[src/rtl/spi_rx_sampler.sv]
// SPI frame receiver in the system clock domain: oversamples sclk/cs/mosi, rebuilds
// LSB-first words and buffers them in a first-word-fall-through FIFO.
module spi_rx_sampler #(
  parameter int unsigned DATA_W     = 12,
  parameter int unsigned FIFO_DEPTH = 4
) (
  input  logic                          i_clk,
  input  logic                          i_rst,
  input  logic                          i_sclk,
  input  logic                          i_cs,
  input  logic                          i_mosi,
  output logic [DATA_W-1:0]             o_out_data,
  output logic                          o_out_valid,
  input  logic                          i_out_ready,
  output logic [$clog2(FIFO_DEPTH):0]   o_fifo_count,
  output logic                          o_frame_err,
  output logic                          o_overflow
);

  localparam int unsigned PtrW   = $clog2(FIFO_DEPTH);
  localparam int unsigned CountW = PtrW + 1;
  localparam int unsigned BitW   = $clog2(DATA_W + 1);

  typedef enum logic [1:0] {StWaitIdle, StIdle, StRecv} state_e;

  state_e              r_state;
  logic                r_sclk_m, r_sclk_s, r_sclk_d;
  logic                r_cs_m, r_cs_s;
  logic                r_mosi_m, r_mosi_s;
  logic [DATA_W-1:0]   r_sr;
  logic [BitW-1:0]     r_cnt;
  logic                r_frame_err;
  logic                r_overflow;
  logic [DATA_W-1:0]   r_mem [FIFO_DEPTH];
  logic [PtrW-1:0]     r_wr_ptr, r_rd_ptr;
  logic [CountW-1:0]   r_count;

  logic                w_fall;
  logic [DATA_W-1:0]   w_sr_next;
  logic [BitW-1:0]     w_cnt_next;
  logic                w_push, w_pop, w_full, w_wr;

  always_ff @(posedge i_clk) begin
    if (i_rst) begin
      r_sclk_m <= 1'b0;
      r_sclk_s <= 1'b0;
      r_sclk_d <= 1'b0;
      r_cs_m   <= 1'b1;
      r_cs_s   <= 1'b1;
      r_mosi_m <= 1'b0;
      r_mosi_s <= 1'b0;
    end else begin
      r_sclk_m <= i_sclk;
      r_sclk_s <= r_sclk_m;
      r_sclk_d <= r_sclk_s;
      r_cs_m   <= i_cs;
      r_cs_s   <= r_cs_m;
      r_mosi_m <= i_mosi;
      r_mosi_s <= r_mosi_m;
    end
  end

  // Sample lands before the frame-close decision so a same-cycle cs rise still counts it.
  always_comb begin
    w_fall     = r_sclk_d & ~r_sclk_s;
    w_sr_next  = r_sr;
    w_cnt_next = r_cnt;
    if (w_fall) begin
      w_sr_next = {r_mosi_s, r_sr[DATA_W-1:1]};
      if (r_cnt != BitW'(DATA_W)) w_cnt_next = r_cnt + BitW'(1);
    end
    w_push = (r_state == StRecv) && r_cs_s && (w_cnt_next == BitW'(DATA_W));
    w_pop  = o_out_valid && i_out_ready;
    w_full = (r_count == CountW'(FIFO_DEPTH));
    w_wr   = w_push && (!w_full || w_pop);
  end

  always_ff @(posedge i_clk) begin
    if (i_rst) begin
      r_state     <= StWaitIdle;
      r_sr        <= '0;
      r_cnt       <= '0;
      r_frame_err <= 1'b0;
    end else begin
      r_frame_err <= 1'b0;
      unique case (r_state)
        StWaitIdle: if (r_cs_s) r_state <= StIdle;
        StIdle: begin
          r_sr  <= '0;
          r_cnt <= '0;
          if (!r_cs_s) r_state <= StRecv;
        end
        StRecv: begin
          r_sr  <= w_sr_next;
          r_cnt <= w_cnt_next;
          if (r_cs_s) begin
            r_frame_err <= (w_cnt_next != BitW'(DATA_W));
            r_state     <= StIdle;
          end
        end
        default: r_state <= StWaitIdle;
      endcase
    end
  end

  // When full, a simultaneous pop frees the head slot, which is also the write slot.
  always_ff @(posedge i_clk) begin
    if (i_rst) begin
      for (int unsigned i = 0; i < FIFO_DEPTH; i++) r_mem[i] <= '0;
      r_wr_ptr   <= '0;
      r_rd_ptr   <= '0;
      r_count    <= '0;
      r_overflow <= 1'b0;
    end else begin
      r_overflow <= w_push && w_full && !w_pop;
      if (w_wr) begin
        r_mem[r_wr_ptr] <= w_sr_next;
        r_wr_ptr        <= r_wr_ptr + PtrW'(1);
      end
      if (w_pop) r_rd_ptr <= r_rd_ptr + PtrW'(1);
      if (w_wr && !w_pop)      r_count <= r_count + CountW'(1);
      else if (!w_wr && w_pop) r_count <= r_count - CountW'(1);
    end
  end

  assign o_out_data   = r_mem[r_rd_ptr];
  assign o_out_valid  = (r_count != '0);
  assign o_fifo_count = r_count;
  assign o_frame_err  = r_frame_err;
  assign o_overflow   = r_overflow;

endmodule

[config.mk]
export PLATFORM = sky130hd
export DESIGN_NAME = spi_rx_sampler
export DESIGN_NICKNAME = d
export VERILOG_FILES = /design/src/rtl/spi_rx_sampler.sv
export SDC_FILE = /design/constraint.sdc
export NUM_CORES = 1
export LEC_CHECK = 0
export BUFFER_PORTS_ARGS = -buffer_cell sky130_fd_sc_hd__buf_2
export CORE_UTILIZATION = 34
export CTS_CLUSTER_SIZE = 28
export DETAILED_ROUTE_END_ITERATION = 8
export HOLD_SLACK_MARGIN = 0.02
export PLACE_DENSITY = 0.5
export SLEW_MARGIN = 10
export SYNTH_ARGS = -nofsm -noshare
export SYNTH_HDL_FRONTEND = slang
export SYNTH_SLANG_ARGS = --single-unit
[constraint.sdc]
create_clock -name i_clk -period 2.8 [get_ports i_clk]
set_input_delay 0.56 -clock i_clk [delete_from_list [all_inputs] [get_ports i_clk]]
set_output_delay 0.56 -clock i_clk [all_outputs]
set_load 0.01 [all_outputs]
# Word-level counts from Yosys, hierarchy flattened
# Memories as Yosys holds them, arrays and structs flattened. A register that Yosys moved wholly into a read port is not among the register bits.
# Cells that the tools add are included.
[op_classes]
n_addsub = 5
multipliers = 0
n_div = 0
n_lt_le_gt_ge = 0
eq_ne = 8
n_shift = 0
n_mux = 20
bitwise_logic = 4
n_reduce_logical = 20
[ops]
columns = ["operator", "n"]
rows = [
  ["$mux 12", 2],
  ["$pmux 12 s2", 1],
  ["$reduce_or 12->1", 1],
  ["$mux 2", 5],
  ["$logic_and 1x1->1", 8],
  ["$mux 4", 2],
  ["$ne 4x4->1 const B", 2],
  ["$pmux 4 s2", 1],
  ["$mux 1", 6],
  ["$mux 3", 2],
  ["$add 2x1->2 const B", 2],
  ["$add 4x1->4 const B", 1],
  ["$eq 4x4->1 const B", 1],
  ["$pmux 2 s2", 1],
  ["$reduce_bool 2->1", 2],
  ["$add 3x1->3 const B", 1],
  ["$eq 3x3->1 const B", 1],
  ["$logic_not 1->1", 3],
  ["$not 1->1", 3],
  ["$reduce_bool 3->1", 1],
  ["$reduce_or 3->1", 1],
  ["$sub 3x1->3 const B", 1],
  ["$eq 2x1->1 const B", 1],
  ["$eq 2x2->1 const B", 1],
  ["other kinds (7)", 7],
]
[word_totals]
reg_bits = 34
latchBits = 0
ramBits = 48
rom_bits = 0
inputBits = 6
output_inout_bits = 18
memories = 1
[mem_list]
columns = ["name", "depth", "width", "read_ports", "rd_ports_with_merged_regs", "wr", "line", "text"]
rows = [
  ["r_mem", 4, 12, 1, 1, 4, "34", "logic [DATA_W-1:0] r_mem [FIFO_DEPTH];"],
]

# Longest topological paths before layout
# Gate-level depths: netlist of run 1.
[logic_depth]
word_depth = 11
depth_mapped = 12
ltp_nobuf = 12

# Worst setup path after synthesis of run 1
# OpenSTA, ideal clock, no wires.
[synth_timing]
path_kind = "register -> register"
startpoint = "register r_cnt[0]"
endpoint = "register r_count[2], in the netlist o_fifo_count[2]"
setup_ps = 70
t_arrival_ps = 2728
required_ps = 2730
setup_slack_ps = 2
path_stages_with_launch = 12
period_less_slack_ps = 2798
cell_sequence = "dfxtp_1 inv_2 ha_1 mux2i_2 o2111ai_2 nor4b_2 ha_1 inv_1 fa_1 xor2_1 or3_1 a21oi_1"
[synth_via]
elab_chain_cells = 9
word_cells_on_any_way = 12
cone_classes = "add/sub (1); eq/ne (2); mux (3); reduce/logical (6)"
[synth_rtl]
columns = ["element", "line", "text"]
rows = [
  ["from (decl)", "31", "logic [BitW-1:0] r_cnt;"],
  ["from (signal assigned)", "95", "r_cnt <= w_cnt_next;"],
  ["$add 4x1->4 / $ne 4x4->1 (equally long branches)", "70", "if (r_cnt != BitW'(DATA_W)) w_cnt_next = r_cnt + BitW'(1);"],
  ["$mux 4", "70", ""],
  ["$mux 4 *", "68", "if (w_fall) begin"],
  ["$eq 4x4->1 *", "72", "w_push = (r_state == StRecv) && r_cs_s && (w_cnt_next == BitW'(DATA_W));"],
  ["$logic_and 1x1->1 *", "72", ""],
  ["$logic_and 1x1->1 *", "75", "w_wr = w_push && (!w_full || w_pop);"],
  ["via w_wr", "41", "logic w_push, w_pop, w_full, w_wr;"],
  ["$logic_not 1->1", "122", "else if (!w_wr && w_pop) r_count <= r_count - CountW'(1);"],
  ["$logic_and 1x1->1", "122", ""],
  ["$reduce_bool 2->1 (no line)", "-", ""],
  ["to (signal assigned)", "121", "if (w_wr && !w_pop) r_count <= r_count + CountW'(1);"],
  ["to (signal assigned)", "122", ""],
  ["to (decl)", "36", "logic [CountW-1:0] r_count;"],
]
# Mark *: on every way through the listed nets, which the timed path passes. The rest lies on a longest branch.
# A chain may end at the register's enable or synchronous reset.

# Worst setup path after layout of run 1
# Ends and elaborated chain as after synthesis.

==> flow_metrics.env, run 1 <==
export IMPL_final_cell_area_sq_um=4360
export IMPL_synth_top_area_frac=0.382
export IMPL_cts_buffers=9
export IMPL_cpLargestDelayFamily="adder cells"
export IMPL_slew_viol_final=0
export IMPL_area_growth_syn_to_layout_pct=15.6
export IMPL_routabilityCongestion=0.788
export IMPL_wl_per_cell_um=15.3
export IMPL_setup_ws_ns=0.168
export IMPL_grt_pass1_wl_um=12200
export IMPL_hold_viol=0
export IMPL_slowest_stage="dfxtp_2"
export IMPL_hp_class="in -> reg"
export IMPL_min_period_over_period=0.940
export IMPL_cts_buffer_depth=2
export IMPL_dp_final_hpwl_um=5020
export IMPL_viasPerCell=4.83
export IMPL_synth_edff_count=48
export IMPL_critPathMaxStageDelay_ns=0.36
export IMPL_cts_tree="built"
export IMPL_power_density_nw_per_um2=677
export IMPL_path_class="reg -> reg"
export IMPL_core_area_sq_um=10800
export IMPL_multi_input_area_sq_um=1520
export IMPL_dieArea_sq_um=11500
export IMPL_post_route_drc_count=0
export IMPL_ys_types=45
export IMPL_clock_sinks=84
export IMPL_reg2reg_slack_ns=0.17
export IMPL_startpoint_type="flop"
export IMPL_tns_ns=0
export IMPL_r2r_start="r_cnt[0]$_SDFFE_PP0P_"
export IMPL_avgSynthCellArea_sq_um=12.3
export IMPL_cts_root_buf="clkbuf_8"
export IMPL_synth_main_ff_cell="edfxtp_1"
export IMPL_firstDrtPassIters=4
export IMPL_grt_antenna_before_repair=0
export IMPL_placed_area_sq_um=4130
export IMPL_crit_arrival_ns=2.93
export IMPL_clk_pin_slew_ns=0.09
export IMPL_hold_end="r_cs_m$_SDFF_PP1_"
export IMPL_skew_ns=0.0141
export IMPL_drive_gt1_frac=0.296
export IMPL_detail_route_antenna_nets=0
export IMPL_drv_cap=0
export IMPL_grtUsageTotal=0.143
export IMPL_min_path_cells=2
export IMPL_synth_warnings=0
export IMPL_hp_start="i_cs"
export IMPL_crit_path_start="r_cnt[0]$_SDFFE_PP0P_"
export IMPL_chipHeight_um=107
export IMPL_port_buffers=23
export IMPL_final_fill_count=1061
export IMPL_ys_seq_area_frac=0.573
export IMPL_r2r_end="o_fifo_count[2]$_SDFFE_PP0P_"
export IMPL_synth_seq_cells=84
export IMPL_setup_viol=0
export IMPL_regArea_sq_um=2160
export IMPL_syn_area_sq_um=3770
export IMPL_grt_max_degree=42
export IMPL_syn_inst=307
export IMPL_crit_chain="inv_2 > ha_1 > mux2i_2 > o2111ai_2 > nor4b_4 > ha_2 > inv_1 > fa_2 > xor2_1 > or3_1 > a21oi_1"
export IMPL_nets=361
export IMPL_grt_pass1_vias=2324
export IMPL_synth_fp_nets=322
export IMPL_clk_latency_ns=0.36
export IMPL_htree_levels=3
export IMPL_leakagePower_nw=1.52
export IMPL_drtIter0Drc=112
export IMPL_pre_cts_ws_ns=0.0244
export IMPL_vias=2372
export IMPL_end_kind="flop"
export IMPL_ios=24
export IMPL_synth_top_area_cell="edfxtp_1"
export IMPL_hold_slack_ns=0.376
export IMPL_netlist_top_cells_area="edfxtp_1 (38%), dfxtp_1 (19%), mux4_2 (7.2%)"
export IMPL_worst_slew_pin_transition_ns=0.678
export IMPL_start_util=0.348
export IMPL_timing_fmax_mhz=380
export IMPL_vdd_drop_max_v=0.000217
export IMPL_status="completed"
export IMPL_cp_num_buf_inv=2
export IMPL_finalWirelength_um=7520
export IMPL_gr_total_overflow=0
export IMPL_slew_headroom=0.535
export IMPL_rows=38
export IMPL_antenna_cells=0
export IMPL_r2r_cells=11
export IMPL_min_period_ns=2.63
export IMPL_critical_path_max_fanout=3
export IMPL_async_flop_share=0
export IMPL_die_x_um=107
export IMPL_worstPathRequired_ns=3.09
export IMPL_postCtsHoldBufs=0
-- sequential cells by signal, summed over array words and instances (netlist names), 2 cells and up, named ones only --
register / flops
r_sr: 12
r_wr_ptr: 2
r_rd_ptr: 2
r_mem: 48
r_state: 2
o_fifo_count: 3
r_cnt: 4
-- cells in the final DEF (no fill, tap or decap), types with 3 or more instances in the layout --
cell type | synthesis | routed
or3_1 | 3 | 3
a21oi_1 | 14 | 14
inv_1 | 5 | 5
edfxtp_1 | 48 | 48
nand3_1 | 4 | 4
nor3_1 | 3 | 3
xor2_1 | 4 | 4
or2_2 | 3 | 3
buf_2 | 7 | 23
inv_6 | 0 | 3
dfxtp_1 | 36 | 34
a22oi_1 | 4 | 4
ha_1 | 8 | 7
nor2_4 | 10 | 10
nor2_1 | 69 | 69
nor2b_1 | 8 | 7
buf_4 | 0 | 21
mux4_2 | 12 | 12
clkbuf_8 | 0 | 9
mux2i_1 | 15 | 15
nand2b_1 | 6 | 6
nand2_1 | 8 | 8
-- worst max path at each step --
stage,end,slack [ns],cells after the start
3_5_place_dp,o_fifo_count[2]$_SDFFE_PP0P_,0.02,11
3_3_place_gp,o_fifo_count[2]$_SDFFE_PP0P_,0.1,10
2_1_floorplan,o_fifo_count[2]$_SDFFE_PP0P_,0.002,11
6_report,o_fifo_count[2]$_SDFFE_PP0P_,0.17,11
4_1_cts,o_fifo_count[2]$_SDFFE_PP0P_,0.002,11
5_1_grt,o_fifo_count[2]$_SDFFE_PP0P_,-0.005,11
-- per-stage QoR --
stage,power (W),util,std cells
final,0.00295,0.402,491
after global routing,0.00313,0.402,491
after CTS,0.00299,0.398,488
after detailed placement,0.00217,0.381,472
after global placement,0.00217,0.381,472
after floorplan,0.00195,-,307
-- power breakdown --
group          internal (W)  switching [W]  leakage (nW)
combinational      0.000308       0.000384         0.642
clock              0.000338       0.000481        0.0942
sequential          0.00138      0.0000645         0.789
-- synth_stat cells (all sizes together) (6+ instances only) --
cell,n
inv,7
mux2i,16
nor2b,8
ha,8
dfxtp,36
buf,11
clkbuf,6
nand2,8
nand2b,6
edfxtp,48
a21oi,14
nor2,79
mux4,12
-- logic make-up after synthesis --
kind of cell    Yosys count  share of synthesized area
buf+inv                  24                     0.0302
fa+ha+maj                 9                     0.0318
simple gates            127                      0.183
flops                    84                      0.573
mux                      30                      0.121
xor+xnor                  6                     0.0139
compound gates           27                     0.0468
-- metal layers --
layer,vias up,global-route usage,routed length (um)
li1,1168,-,-
met1,1157,0.192,3540
met2,41,0.224,3650
met3,6,0.0260,266
met4,0,0.0646,65
met5,-,0,0
-- what timing repair did --
action                     4_1_cts  5_1_grt
gates resized for setup          0        7
setup endpoints to repair        0        1
buffers inserted                 0        3
hold endpoints to repair         0        0
-- area by class of cell --
class / instances / area share
Sequential cell: 84 / 0.496
Multi-Input combinational cell: 199 / 0.349
Timing Repair Buffer: 45 / 0.0671
Tap cell: 140 / 0.0401
Clock buffer: 9 / 0.0284
Clock inverter: 7 / 0.0135
Inverter: 7 / 0.00602
(Power assumes the default switching activity.)
==> inputs of run 2 (changes only) <==
- CORE_ASPECT_RATIO: default -> 0.6
- CTS_BUF_LIST: default -> sky130_fd_sc_hd__clkbuf_8
==> flow_metrics.env, run 2 (synthesis results as in run 1) <==
export IMPL_slowest_stage="or3_1"
export IMPL_drive_gt1_frac=0.310
export IMPL_grt_pass1_wl_um=12400
export IMPL_rows=29
export IMPL_final_fill_count=1044
export IMPL_nets=362
export IMPL_hp_class="in -> reg"
export IMPL_finalWirelength_um=7820
export IMPL_cp_common_cell="ha_2"
export IMPL_grt_antenna_before_repair=0
export IMPL_end_kind="flop"
export IMPL_grt_util_met3=0.0419
export IMPL_dieArea_sq_um=11500
export IMPL_die_x_um=138
export IMPL_firstDrtPassIters=4
export IMPL_path_class="reg -> reg"
export IMPL_detail_route_antenna_nets=0
export IMPL_post_route_drc_count=0
export IMPL_vias=2336
export IMPL_drv_cap=0
export IMPL_postCtsHoldBufs=0
export IMPL_worst_slew_pin_transition_ns=0.787
export IMPL_worstPathRequired_ns=3.10
export IMPL_gr_total_overflow=0
export IMPL_grtUsageMet2=0.188
export IMPL_cts_root_buf="clkbuf_8"
export IMPL_placed_area_sq_um=4150
export IMPL_grtUsageMet1=0.220
export IMPL_crit_chain="ha_2 > nand3b_1 > mux2i_2 > o2111ai_2 > nor4b_2 > ha_2 > inv_2 > fa_2 > xor2_1 > or3_1 > a21oi_2"
export IMPL_cts_buffer_depth=2
export IMPL_routabilityCongestion=0.768
export IMPL_hold_viol=0
export IMPL_cts_tree="built"
export IMPL_core_area_sq_um=10700
export IMPL_top_regs="r_mem x48, r_sr x12, r_cnt x4"
export IMPL_hold_slack_ns=0.383
export IMPL_slew_viol_final=0
export IMPL_grt_max_degree=42
export IMPL_timing_fmax_mhz=371
export IMPL_port_buffers=23
export IMPL_largest_register="r_mem"
export IMPL_vdd_drop_max_v=0.000300
export IMPL_critPathMaxStageDelay_ns=0.37
export IMPL_startpoint_type="flop"
export IMPL_final_cell_area_sq_um=4390
export IMPL_area_growth_syn_to_layout_pct=16.4
export IMPL_grt_setup_unrepaired="yes"
export IMPL_drtIter0Drc=153
export IMPL_dp_final_hpwl_um=5210
export IMPL_skew_ns=0.0154
export IMPL_grt_pass1_vias=2235
export IMPL_leakagePower_nw=1.51
export IMPL_wl_per_cell_um=15.9
export IMPL_min_period_over_period=0.963
export IMPL_slew_headroom=0.460
export IMPL_final_cell_mix="nor2_1 (69), edfxtp_1 (48), dfxtp_1 (34)"
export IMPL_critical_path_max_fanout=4
export IMPL_viasPerCell=4.76
export IMPL_htree_levels=3
export IMPL_status="completed"
export IMPL_clk_pin_slew_ns=0.09
export IMPL_mostFrequentLayoutCell="nor2_1"
export IMPL_largest_reg_flops=48
export IMPL_grt_busiest_layer="met1"
export IMPL_grtUsageTotal=0.142
export IMPL_power_density_nw_per_um2=689
export IMPL_crit_arrival_ns=3.00
export IMPL_antenna_cells=0
export IMPL_ios=24
export IMPL_chipHeight_um=83.6
export IMPL_min_period_ns=2.70
export IMPL_setup_viol=0
export IMPL_clock_sinks=84
export IMPL_start_util=0.354
export IMPL_clk_latency_ns=0.36
export IMPL_cts_buffers=9
-- run 2: changes by cell type in the layout (fill, tap and decap cells not counted), moves of 2 or more --
| cell | previous run | this run |
|---|---|---|
| ha_1 | 7 | 5 |
| clkinv_4 | 2 | 0 |
| clkinvlp_4 | 0 | 2 |
| inv_6 | 3 | 1 |
-- run 2: repair_timing --
action | 4_1_cts | 5_1_grt
setup buffers | 0 | 1
endpoints found under the setup margin | 0 | 1
resized for setup | 0 | 11
-- run 2: area by class of cell --
class                      count  area [sq um]  share of cell area
sequential                    84          2170               0.493
multi-input combinational    199          1530               0.348
timing repair buffer          46           300              0.0684
tap                          139           174              0.0396
clock buffer                   9           124              0.0282
clock inverter                 7          73.8              0.0168
inverter                       7          26.3             0.00598
-- run 2: worst max-delay path, delay by kind of cell, from the launching register on --
| family | cells | cell delay, ns |
|---|---|---|
| compound gates | 2 | 0.28 |
| buf+inv | 1 | 0.04 |
| xor+xnor | 1 | 0.15 |
| simple gates | 3 | 0.79 |
| mux | 1 | 0.25 |
| fa+ha+maj | 3 | 0.76 |
| flops | 1 | 0.36 |
-- run 2: routing by layer --
metal	vias up	wire [um]
li1	1171	-
met2	28	3200
met3	4	208
met4	0	53
met1	1133	4360
met5	-	0
-- run 2: stage by stage --
stage | util | TNS (ns) | cells | setup WS (ns) | power [W]
after floorplan | - | 0 | 307 | 0.00204 | 0.00195
after global placement | 0.389 | 0 | 474 | 0.0640 | 0.00217
after detailed placement | 0.389 | 0 | 474 | 0.0308 | 0.00217
after CTS | 0.408 | 0 | 490 | 0.0105 | 0.00306
after global routing | 0.412 | -0.0367 | 491 | -0.0367 | 0.00319
final | 0.412 | 0 | 491 | 0.104 | 0.00303
-- run 2: worst paths after layout --
check / slack (ns) / endpoint / startpoint / depth (start not counted)
setup / recovery: 0.10 / o_fifo_count[2]$_SDFFE_PP0P_ / r_cnt[1]$_SDFFE_PP0P_ / 11
hold / removal: 0.38 / r_cs_m$_SDFF_PP1_ / i_cs / 2
setup reg to reg: 0.10 / o_fifo_count[2]$_SDFFE_PP0P_ / r_cnt[1]$_SDFFE_PP0P_ / 11
hold reg to reg: 0.42 / r_cs_s$_SDFF_PP1_ / r_cs_m$_SDFF_PP1_ / 1
-- run 2: power by group --
part	switching, W	internal (W)
clock network	0.000466	0.000417
logic	0.000393	0.000310
registers	0.0000652	0.00138
==> inputs of run 3 (changes only) <==
- PLACE_DENSITY: 0.5 -> 0.48
- clock period: 2.8 -> 3.5 ns (I/O delays scaled with it)
==> flow_metrics.env, run 3 (synthesis results as in run 1) <==
export IMPL_final_cell_mix="nor2_1 (69), edfxtp_1 (48), dfxtp_1 (36)"
export IMPL_clk_latency_ns=0.36
export IMPL_status="completed"
export IMPL_top_regs="r_mem x48, r_sr x12, r_cnt x4"
export IMPL_reg2reg_slack_ns=0.40
export IMPL_grt_max_degree=42
export IMPL_hp_class="reg -> reg"
export IMPL_slew_headroom=0.490
export IMPL_ios=24
export IMPL_drv_cap=0
export IMPL_min_path_cells=1
export IMPL_cts_tree="built"
export IMPL_worst_slew_pin_transition_ns=0.744
export IMPL_firstDrtPassIters=4
export IMPL_cts_root_buf="clkbuf_8"
export IMPL_die_x_um=138
export IMPL_core_area_sq_um=10700
export IMPL_hp_start="r_cs_m$_SDFF_PP1_"
export IMPL_regArea_sq_um=2160
export IMPL_cts_buffer_depth=2
export IMPL_grt_setup_unrepaired="no"
export IMPL_area_growth_syn_to_layout_pct=11.7
export IMPL_slew_viol_final=0
export IMPL_finalWirelength_um=7780
export IMPL_clk_pin_slew_ns=0.08
export IMPL_drive_gt1_frac=0.241
export IMPL_crit_arrival_ns=3.40
export IMPL_grt_pass1_vias=2328
export IMPL_largest_register="r_mem"
export IMPL_postCtsHoldBufs=0
export IMPL_drtIter0Drc=184
export IMPL_min_period_ns=3.10
export IMPL_nets=346
export IMPL_htree_levels=3
export IMPL_r2r_cells=11
export IMPL_hold_slack_ns=0.414
export IMPL_antenna_cells=0
export IMPL_hold_end="r_cs_s$_SDFF_PP1_"
export IMPL_port_buffers=23
export IMPL_clock_sinks=84
export IMPL_timing_fmax_mhz=323
export IMPL_grtUsageTotal=0.150
export IMPL_r2r_start="r_cnt[0]$_SDFFE_PP0P_"
export IMPL_cts_resized=0
export IMPL_vias=2354
export IMPL_min_period_over_period=0.886
export IMPL_power_density_nw_per_um2=564
export IMPL_cts_buffers=9
export IMPL_mostFrequentLayoutCell="nor2_1"
export IMPL_final_cell_area_sq_um=4210
export IMPL_total_power_w=0.00238
export IMPL_final_fill_count=1060
export IMPL_viasPerCell=4.96
export IMPL_gr_total_overflow=0
export IMPL_skew_ns=0.00840
export IMPL_largest_reg_flops=48
export IMPL_multi_input_area_sq_um=1500
export IMPL_leakagePower_nw=1.44
export IMPL_post_route_drc_count=0
export IMPL_tns_ns=0
export IMPL_placed_area_sq_um=4030
export IMPL_routabilityCongestion=0.781
export IMPL_dieArea_sq_um=11500
export IMPL_wl_per_cell_um=16.4
export IMPL_end_kind="flop"
export IMPL_cts_setup_buffers=0
export IMPL_detail_route_antenna_nets=0
export IMPL_hold_viol=0
export IMPL_worstPathRequired_ns=3.80
export IMPL_r2r_end="o_fifo_count[2]$_SDFFE_PP0P_"
export IMPL_setup_viol=0
export IMPL_startpoint_type="flop"
export IMPL_path_class="reg -> reg"
export IMPL_start_util=0.354
export IMPL_dp_final_hpwl_um=5350
export IMPL_chipHeight_um=83.6
export IMPL_grt_antenna_before_repair=0
export IMPL_grt_pass1_wl_um=13000
export IMPL_rows=29
export IMPL_vdd_drop_max_v=0.000273
export IMPL_critical_path_max_fanout=5
==> run 3: how the worst max path moves through the flow <==
stage / start / end / slack (ns)
after global placement: r_cnt[0]$_SDFFE_PP0P_ / o_fifo_count[2]$_SDFFE_PP0P_ / 0.50
after detailed placement: r_cnt[0]$_SDFFE_PP0P_ / o_fifo_count[2]$_SDFFE_PP0P_ / 0.39
after global routing: r_cnt[0]$_SDFFE_PP0P_ / o_fifo_count[2]$_SDFFE_PP0P_ / 0.16
after CTS: r_cnt[0]$_SDFFE_PP0P_ / o_fifo_count[2]$_SDFFE_PP0P_ / 0.38
final: r_cnt[0]$_SDFFE_PP0P_ / o_fifo_count[2]$_SDFFE_PP0P_ / 0.40
after floorplan: r_cnt[0]$_SDFFE_PP0P_ / o_fifo_count[2]$_SDFFE_PP0P_ / 0.70
==> run 3: worst max-delay path, stage by stage, from the launching register on <==
cell,delay (ns)
dfxtp_1,0.44
inv_2,0.10
ha_1,0.31
mux2i_2,0.25
o2111ai_2,0.22
nor4b_2,0.43
ha_1,0.25
inv_1,0.07
fa_1,0.37
xor2_1,0.16
or3_1,0.30
a21oi_1,0.14
==> run 3: per-stage QoR <==
| step | setup WS (ns) | utilization | instances |
|---|---|---|---|
| 2_1_floorplan | 0.702 | - | 307 |
| 3_3_place_gp | 0.503 | 0.378 | 459 |
| 3_5_place_dp | 0.388 | 0.378 | 459 |
| 4_1_cts | 0.378 | 0.395 | 475 |
| 5_1_grt | 0.158 | 0.395 | 475 |
| 6_report | 0.400 | 0.395 | 475 |
==> run 3: layer usage <==
metal / part of all wire / global-route usage / vias to the layer above
met5: 0 / 0 / -
met1: 0.54 / 0.219 / 1171
met2: 0.41 / 0.208 / 35
met3: 0.039 / 0.0436 / 13
li1: - / - / 1135
met4: 0.014 / 0.0539 / 0
==> run 3: cell type report <==
cell class / instances / share of cell area
clock buffer: 9 / 0.0294
clock inverter: 7 / 0.0148
inverter: 7 / 0.00624
multi-input combinational: 199 / 0.355
sequential: 84 / 0.513
tap: 139 / 0.0413
timing repair buffer: 30 / 0.0398
==> run 3: report_power, final <==
part,internal [W],switching (W),total [W]
combinational,0.000238,0.000310,0.000547
sequential,0.00110,0.0000500,0.00115
clock,0.000322,0.000354,0.000676
